### src/rtl/dual_lane_collector.sv
// Two-lane result collector: per-lane show-ahead FIFOs with advisory stall,
// sticky overflow and word counters, drained through a round-robin output port.

module dlc_lane #(
    parameter int DEPTH        = 4,
    parameter int STALL_THRESH = DEPTH - 1
) (
    input  logic        clk,
    input  logic        reset,
    input  logic        in_valid,
    input  logic [31:0] in_data,
    input  logic        pop,
    output logic [31:0] head,
    output logic        empty,
    output logic        stall,
    output logic [15:0] rx_count,
    output logic        overflow
);
    localparam int AW = $clog2(DEPTH);
    localparam logic [AW:0] FULL_OCC  = (AW+1)'(DEPTH);
    localparam logic [AW:0] STALL_OCC = (AW+1)'(STALL_THRESH);

    logic [31:0]   mem [DEPTH];
    logic [AW-1:0] wr_ptr, rd_ptr;
    logic [AW:0]   occ, occ_nxt;
    logic          full, accept;

    assign full   = (occ == FULL_OCC);
    assign empty  = (occ == '0);
    assign head   = mem[rd_ptr];
    // A same-cycle pop frees the slot, so a full FIFO can still take a word.
    assign accept = in_valid && (!full || pop);

    always_comb begin
        occ_nxt = occ;
        if (accept && !pop)
            occ_nxt = occ + 1'b1;
        else if (!accept && pop)
            occ_nxt = occ - 1'b1;
    end

    always_ff @(posedge clk) begin
        if (accept)
            mem[wr_ptr] <= in_data;
    end

    always_ff @(posedge clk) begin
        if (reset) begin
            wr_ptr   <= '0;
            rd_ptr   <= '0;
            occ      <= '0;
            stall    <= 1'b0;
            rx_count <= '0;
            overflow <= 1'b0;
        end else begin
            if (accept) begin
                wr_ptr   <= wr_ptr + 1'b1;
                rx_count <= rx_count + 16'd1;
            end
            if (pop)
                rd_ptr <= rd_ptr + 1'b1;
            occ      <= occ_nxt;
            stall    <= (occ_nxt >= STALL_OCC);
            overflow <= overflow | (in_valid && full && !pop);
        end
    end
endmodule

module dual_lane_collector #(
    parameter int DEPTH        = 4,
    parameter int STALL_THRESH = DEPTH - 1
) (
    input  logic        clk,
    input  logic        reset,
    input  logic [31:0] pipeline1_outputs,
    input  logic [31:0] pipeline2_outputs,
    input  logic [1:0]  valid,
    output logic        stall_1,
    output logic        stall_2,
    output logic [31:0] out_data,
    output logic        out_lane,
    output logic        out_valid,
    input  logic        out_ready,
    output logic [15:0] rx_count_1,
    output logic [15:0] rx_count_2,
    output logic [1:0]  overflow
);
    localparam int NUM_LANES = 2;

    logic [NUM_LANES-1:0][31:0] in_data, heads;
    logic [NUM_LANES-1:0][15:0] rx_count;
    logic [NUM_LANES-1:0]       empty, stall, pop;
    logic last_grant, rr_grant, grant, fire;
    logic hold_vld, hold_lane;

    assign in_data = {pipeline2_outputs, pipeline1_outputs};

    for (genvar i = 0; i < NUM_LANES; i++) begin : g_lane
        dlc_lane #(.DEPTH(DEPTH), .STALL_THRESH(STALL_THRESH)) u_lane (
            .clk      (clk),
            .reset    (reset),
            .in_valid (valid[i]),
            .in_data  (in_data[i]),
            .pop      (pop[i]),
            .head     (heads[i]),
            .empty    (empty[i]),
            .stall    (stall[i]),
            .rx_count (rx_count[i]),
            .overflow (overflow[i])
        );
        assign pop[i] = fire && (grant == 1'(i));
    end

    // Both busy: alternate away from the last popped lane; else take the busy one.
    assign rr_grant  = (!empty[0] && !empty[1]) ? ~last_grant : empty[0];
    // A word offered but not taken stays on the port until it is popped.
    assign grant     = hold_vld ? hold_lane : rr_grant;
    assign out_valid = ~&empty;
    assign out_lane  = grant;
    assign out_data  = heads[grant];
    assign fire      = out_valid && out_ready;

    assign stall_1    = stall[0];
    assign stall_2    = stall[1];
    assign rx_count_1 = rx_count[0];
    assign rx_count_2 = rx_count[1];

    always_ff @(posedge clk) begin
        if (reset) begin
            last_grant <= 1'b1;
            hold_vld   <= 1'b0;
            hold_lane  <= 1'b0;
        end else begin
            if (fire)
                last_grant <= grant;
            hold_vld  <= out_valid && !out_ready;
            hold_lane <= grant;
        end
    end
endmodule

### config.mk
export PLATFORM = sky130hd
export DESIGN_NAME = dual_lane_collector
export DESIGN_NICKNAME = d
export VERILOG_FILES = /design/src/rtl/dual_lane_collector.sv
export SDC_FILE = /design/constraint.sdc
export NUM_CORES = 1
export LEC_CHECK = 0
export ABC_AREA = 0
export CAP_MARGIN = 15
export CORE_AREA = 10 10 180 182
export CTS_CLUSTER_DIAMETER = 50
export DETAILED_ROUTE_END_ITERATION = 8
export DIE_AREA = 0 0 190 192
export DONT_BUFFER_PORTS = 1
export PLACE_DENSITY_LB_ADDON = 0.12
export SKIP_LAST_GASP = 1
export SYNTH_ARGS = -nofsm -noshare
export SYNTH_HDL_FRONTEND = slang
export SYNTH_SLANG_ARGS = --single-unit
### constraint.sdc
create_clock -name clk -period 6.5 [get_ports clk]
set_input_delay 1.95 -clock clk [delete_from_list [all_inputs] [get_ports clk]]
set_output_delay 1.95 -clock clk [all_outputs]
set_load 0.02 [all_outputs]
==> impl_metrics.ini, run 1 <==
[place]
portBuffers = 0
place_congestion = 0.773
pre_cts_slack_ps = 2010
dp_hpwl_um = 16600

[clock_network]
cts_buffer_depth = 3
insertion_delay_ps = 500
post_cts_resize_count = 0
ctsHoldBuffers = 0
clock_sinks = 313
numCtsBuffers = 37
post_cts_buffers = 0
cts_tree = yes
htreeDepth = 2
clk_pin_slew_worst_paths_ps = 50
root_buffer = clkbuf_16

[global_routing]
busiest_layer = met2
antenna_found_initial = 0
grtUsageMet2_pct = 24.7
grt_util_met1_pct = 17.0
grtUsageTotal_pct = 14.5
grt_max_degree = 58
grt_pass1_wl_um = 40300
grtUsageMet3_pct = 5.53
global_route.overflow_total = 0
grt_pass1_vias = 6597

[logic_synthesis]
synthDistinctLibCells = 53
async_flop_share_pct = 0
yosys_warnings = 0
syn_inst = 700
syn-num-nets = 785
synth_seq_cells = 313
syn_avg_cell_area_um2 = 17.8
netlist_area_mm2 = 0.0125
synth_edf_count = 256
seq_area_frac_synth_pct = 70.9
yosys_most_used_dff = edfxtp_1

[layout]
n_antenna_cell = 0
syn2layout_area_growth_pct = 12.2
n_fill_cell = 2346
final_common_cell = edfxtp_1
post-route-util_pct = 48.8
final_nets = 793
drive_gt1_share_pct = 23.9
final_cell_mix = 256 x edfxtp_1, 64 x mux4_2, 53 x dfxtp_1, 41 x nor2_1, 39 x clkbuf_16

[sta]
tightestPinTransition_ps = 1110
max_freq_mhz = 199
whs_ps = 506
worst_slack_ps = 1480
clock_skew_ps = 14.4
setup-violations-final = 0
maxSlewHeadroom_pct = 25.5
fin_crit_ps = 5020
setup_tns_ps = 0
finalHoldViolations = 0
slew_viol_final = 0
rsz0062_at_grt = false
fin_crit_sh_pct = 77.3

[worst_hold_path]
holdCritPathClass = flip-flop to flip-flop
whs_endpoint = g_lane[1].u_lane.wr_ptr[1]$_SDFFE_PP0N_
holdPathStages = 2
hp-start = g_lane[1].u_lane.wr_ptr[1]$_SDFFE_PP0N_

[setup_path]
crit_fanout = 34
startpoint_type = flip-flop
reg2reg_depth = 7
crit_type = flip-flop to output pin
r2r_setup_slack_ps = 2960
crit_buf_inv = 1
end_kind = output pin
cp_slowest_cell = nand2_2
cp.arrival_ps = 3070
cp_top_family = simple AND/OR/NAND/NOR gates
path_cells = inv_1 > ha_1 > nor2b_1 > o221ai_2 > nand2_2 > mux2_2
slowest_delay_ps = 800
regToRegEndpoint = g_lane[0].u_lane.mem[1][15]$_DFFE_PP_
cp.required_ps = 4550
r2r-start = g_lane[1].u_lane.occ[0]$_SDFF_PP0_

[route]
drt_first_pass_iters = 4
num_vias = 6143
drt_iter0_drc = 418
drtAntennaViolNets = 0
drc = 0
viasPerCell = 5.49
routedWlPerCell_um = 23.8
finalWirelength_um = 26700

[pwr]
power.leakage_nw = 4.44
power_w = 0.00604
peakVddDrop_uv = 256
p_per_area_mw_per_mm2 = 432

[die]
chipHeight_um = 192
design.portCount = 139
core_mm2 = 0.0286
rows = 62
initial_utilization_pct = 43.5
dieArea_mm2 = 0.0365
die_w_um = 190

[flow_run]
cap_violations = 0

[outcome]
status = completed
==> tightest hold or removal path, cell delays in order, from the launching register on <==
cell,delay (ps)
dfxtp_1,340
nand2_1,70
a21oi_1,60
==> worst max path at each step <==
| stage | slack (ps) | depth (start not counted) | start | end |
|---|---|---|---|---|
| 3_5_place_dp | 2010 | 6 | g_lane[1].u_lane.occ[0]$_SDFF_PP0_ | out_data[11] |
| 2_1_floorplan | 2480 | 7 | g_lane[1].u_lane.occ[0]$_SDFF_PP0_ | out_data[13] |
| 4_1_cts | 1460 | 6 | g_lane[1].u_lane.occ[0]$_SDFF_PP0_ | out_data[11] |
| 5_1_grt | 1250 | 6 | g_lane[1].u_lane.occ[0]$_SDFF_PP0_ | out_data[11] |
| 6_report | 1480 | 6 | g_lane[1].u_lane.occ[0]$_SDFF_PP0_ | out_data[11] |
| 3_3_place_gp | 2100 | 6 | g_lane[1].u_lane.occ[0]$_SDFF_PP0_ | out_data[4] |
==> report_power, final <==
group	internal (W)	switching (W)
sequential	0.00239	0.000162
clock	0.00114	0.000754
combinational	0.000654	0.000939
total	0.00418	0.00186
==> cell type report <==
class / instances / area, µm² / share of cell area, %
clock buffer: 51 / 1060 / 7.59
tap: 384 / 480 / 3.44
clock inverter: 15 / 86.3 / 0.618
multi-input combinational: 339 / 3440 / 24.6
sequential: 313 / 8830 / 63.2
timing repair buffer: 2 / 15.0 / 0.107
inverter: 15 / 56.3 / 0.403
==> sequential cells by signal, summed over array words and instances, names as in the netlist, named ones only <==
| signal | flops |
|---|---|
| g_lane.u_lane.mem | 256 |
| g_lane.u_lane.occ | 6 |
| g_lane.u_lane.overflow | 2 |
| g_lane.u_lane.rd_ptr | 4 |
| g_lane.u_lane.rx_count | 32 |
| g_lane.u_lane.stall | 2 |
| g_lane.u_lane.wr_ptr | 4 |
| hold_lane | 1 |
| hold_vld | 1 |
| last_grant | 1 |
==> cells in the mapped netlist, types with 2 or more instances <==
| cell type | n | area [µm²] |
|---|---|---|
| xnor2_1 | 21 | 184 |
| o31ai_1 | 3 | 22.5 |
| o21ai_0 | 4 | 20.0 |
| a211oi_1 | 6 | 45.0 |
| and4_1 | 2 | 17.5 |
| edfxtp_1 | 256 | 7690 |
| nor4_1 | 4 | 25.0 |
| ha_1 | 16 | 200 |
| xor2_1 | 11 | 96.3 |
| mux4_2 | 64 | 1440 |
| o211ai_1 | 2 | 15.0 |
| nor2b_1 | 4 | 25.0 |
| nor3_1 | 4 | 20.0 |
| dfxtp_1 | 57 | 1140 |
| a21oi_1 | 15 | 75.1 |
| buf_2 | 4 | 20.0 |
| and3_1 | 12 | 75.1 |
| a31oi_1 | 5 | 31.3 |
| or2_2 | 3 | 18.8 |
| inv_1 | 15 | 56.3 |
| or4_1 | 4 | 30.0 |
| a311oi_1 | 2 | 17.5 |
| buf_1 | 2 | 7.51 |
| nand2b_1 | 2 | 12.5 |
| or3_1 | 2 | 12.5 |
| buf_4 | 2 | 15.0 |
| nand4_1 | 10 | 62.6 |
| nand2_1 | 23 | 86.3 |
| nor2_1 | 41 | 154 |
| nand3_1 | 15 | 75.1 |
| mux2i_1 | 6 | 60.1 |
| and2_1 | 6 | 37.5 |
| mux2_2 | 33 | 372 |
| clkbuf_1 | 25 | 93.8 |
==> stage by stage <==
step / instance area (µm²) / instances
finish: 14000 / 1119
CTS: 14000 / 1119
floorplan: 12500 / 700
global placement: 12800 / 1053
detailed placement: 12800 / 1053
global route: 14000 / 1119
==> layer usage <==
metal | vias up | part of all wire [%] | routed length (µm)
li1 | 2780 | - | -
met1 | 3155 | 40 | 10600
met2 | 176 | 50 | 13400
met3 | 32 | 8.6 | 2280
met4 | 0 | 1.7 | 457
met5 | - | 0 | 0
==> logic make-up after synthesis <==
group / synth area share (%)
flops: 70.9
simple gates: 5.81
mux: 15.0
compound gates: 2.85
buf+inv: 1.55
xor+xnor: 2.25
fa+ha+maj: 1.61
(Power assumes the default switching activity.)
==> run 2, diff against run 1 <==
Clock period 6.5 ns to 4.2 ns, I/O delays scaled along.
==> impl_metrics.ini, run 2 (synthesis gave the netlist of run 1 again) <==
[sta]
whs_ps = 501
fin_crit_ps = 3940
clock_skew_ps = 19.1
maxSlewHeadroom_pct = 36.9
finalHoldViolations = 0
max_freq_mhz = 254
tightestPinTransition_ps = 947
fin_crit_sh_pct = 93.8
setup-violations-final = 0
rsz0062_at_grt = false
setup_tns_ps = 0
slew_viol_final = 0

[clock_network]
cts_buffer_depth = 3
post_cts_resize_count = 0
root_buffer = clkbuf_16
ctsHoldBuffers = 0
clk_pin_slew_worst_paths_ps = 50
numCtsBuffers = 35
htreeDepth = 2
cts_tree = yes
insertion_delay_ps = 520
clock_sinks = 313
post_cts_buffers = 0

[die]
die_w_um = 190
rows = 62
chipHeight_um = 192
initial_utilization_pct = 43.5
core_mm2 = 0.0286
design.portCount = 139
dieArea_mm2 = 0.0365

[setup_path]
cp.required_ps = 2940
startpoint_type = flip-flop
crit_type = flip-flop to output pin
reg2reg_depth = 9
crit_fanout = 29
cp.arrival_ps = 2680
end_kind = output pin

[place]
dpl-instance-area_mm2 = 0.0130
portBuffers = 0
dp_hpwl_um = 18100
place_congestion = 0.764

[pwr]
peakVddDrop_uv = 377
p_per_area_mw_per_mm2 = 662
power.leakage_nw = 4.51
power_w = 0.00933

[global_routing]
grt_pass1_wl_um = 40800
grtUsageTotal_pct = 14.7
grt_max_degree = 58
grt_pass1_vias = 6772
global_route.overflow_total = 0
antenna_found_initial = 0

[route]
routedWlPerCell_um = 23.9
drt_iter0_drc = 392
drt_first_pass_iters = 5
viasPerCell = 5.51
num_vias = 6245
drtAntennaViolNets = 0
drc = 0
finalWirelength_um = 27000

[worst_hold_path]
holdCritPathClass = flip-flop to flip-flop
holdPathStages = 2

[outcome]
status = completed

[layout]
n_fill_cell = 2363
reg.largest.list = g_lane.u_lane.mem x256, g_lane.u_lane.rx_count x32, g_lane.u_lane.occ x6
regMostFlops = g_lane.u_lane.mem
syn2layout_area_growth_pct = 13.2
final_cell_mix = 256 x edfxtp_1, 64 x mux4_2, 53 x dfxtp_1, 41 x nor2_1, 36 x clkbuf_16
n_antenna_cell = 0
final_nets = 810
final_area_mm2 = 0.0141
final_common_cell = edfxtp_1
drive_gt1_share_pct = 25.4
largest_reg_flops = 256

[flow_run]
cap_violations = 0
==> run 2: changes by cell type in the layout (fill, tap and decap cells not counted), moves of 3 or more <==
cell,delta
buf_4,+15
buf_12,+4
clkbuf_1,+3
clkbuf_16,-3
clkinv_1,-3
clkinv_2,-3
==> run 2: final timing paths <==
kind                                           start                                       to  slack, ps
max reg2reg       g_lane[1].u_lane.occ[0]$_SDFF_PP0_    g_lane[0].u_lane.mem[0][10]$_DFFE_PP_       1040
min          g_lane[1].u_lane.wr_ptr[1]$_SDFFE_PP0N_  g_lane[1].u_lane.wr_ptr[1]$_SDFFE_PP0N_        500
max               g_lane[1].u_lane.occ[0]$_SDFF_PP0_                              out_data[3]        260
min reg2reg  g_lane[1].u_lane.wr_ptr[1]$_SDFFE_PP0N_  g_lane[1].u_lane.wr_ptr[1]$_SDFFE_PP0N_        500
==> run 2: stage by stage <==
| step | worst slack, ps | instances | utilization, % |
|---|---|---|---|
| floorplan | 874 | 700 | - |
| global placement | 900 | 1072 | 45.5 |
| detailed placement | 791 | 1072 | 45.5 |
| CTS | 254 | 1133 | 49.3 |
| global route | 115 | 1133 | 49.3 |
| finish | 261 | 1133 | 49.3 |
==> run 2: metal layers <==
layer  up-vias  part of all wire [%]  global-route usage (%)  wire (µm)
met2       183                    50                    24.6      13400
met3        48                   9.7                    6.04       2620
met4         0                   2.0                    4.24        528
met5         -                     0                       0          0
met1      3193                    39                    16.9      10500
li1       2821                     -                       -          -
==> run 2: power breakdown <==
| group | internal (W) | total, W | switching, W |
|---|---|---|---|
| clock | 0.00167 | 0.00282 | 0.00115 |
| combinational | 0.00109 | 0.00264 | 0.00155 |
| sequential | 0.00369 | 0.00387 | 0.000179 |
| total | 0.00645 | 0.00933 | 0.00288 |
==> run 2: area by class of cell <==
type	count	area (µm²)	area share (%)
clock buffer	52	1010	7.17
clock inverter	9	66.3	0.470
inverter	15	56.3	0.399
multi-input combinational	339	3440	24.4
sequential	313	8830	62.6
tap	384	480	3.41
timing repair buffer	21	208	1.47
==> run 2: worst max-delay path, cell delays in order, from the launching register on <==
cell and delay (ps):
dfxtp_1 330, inv_1 180, ha_1 250, nor2b_1 260
o221ai_2 220, nand2_2 210, buf_12 230, mux2_2 440
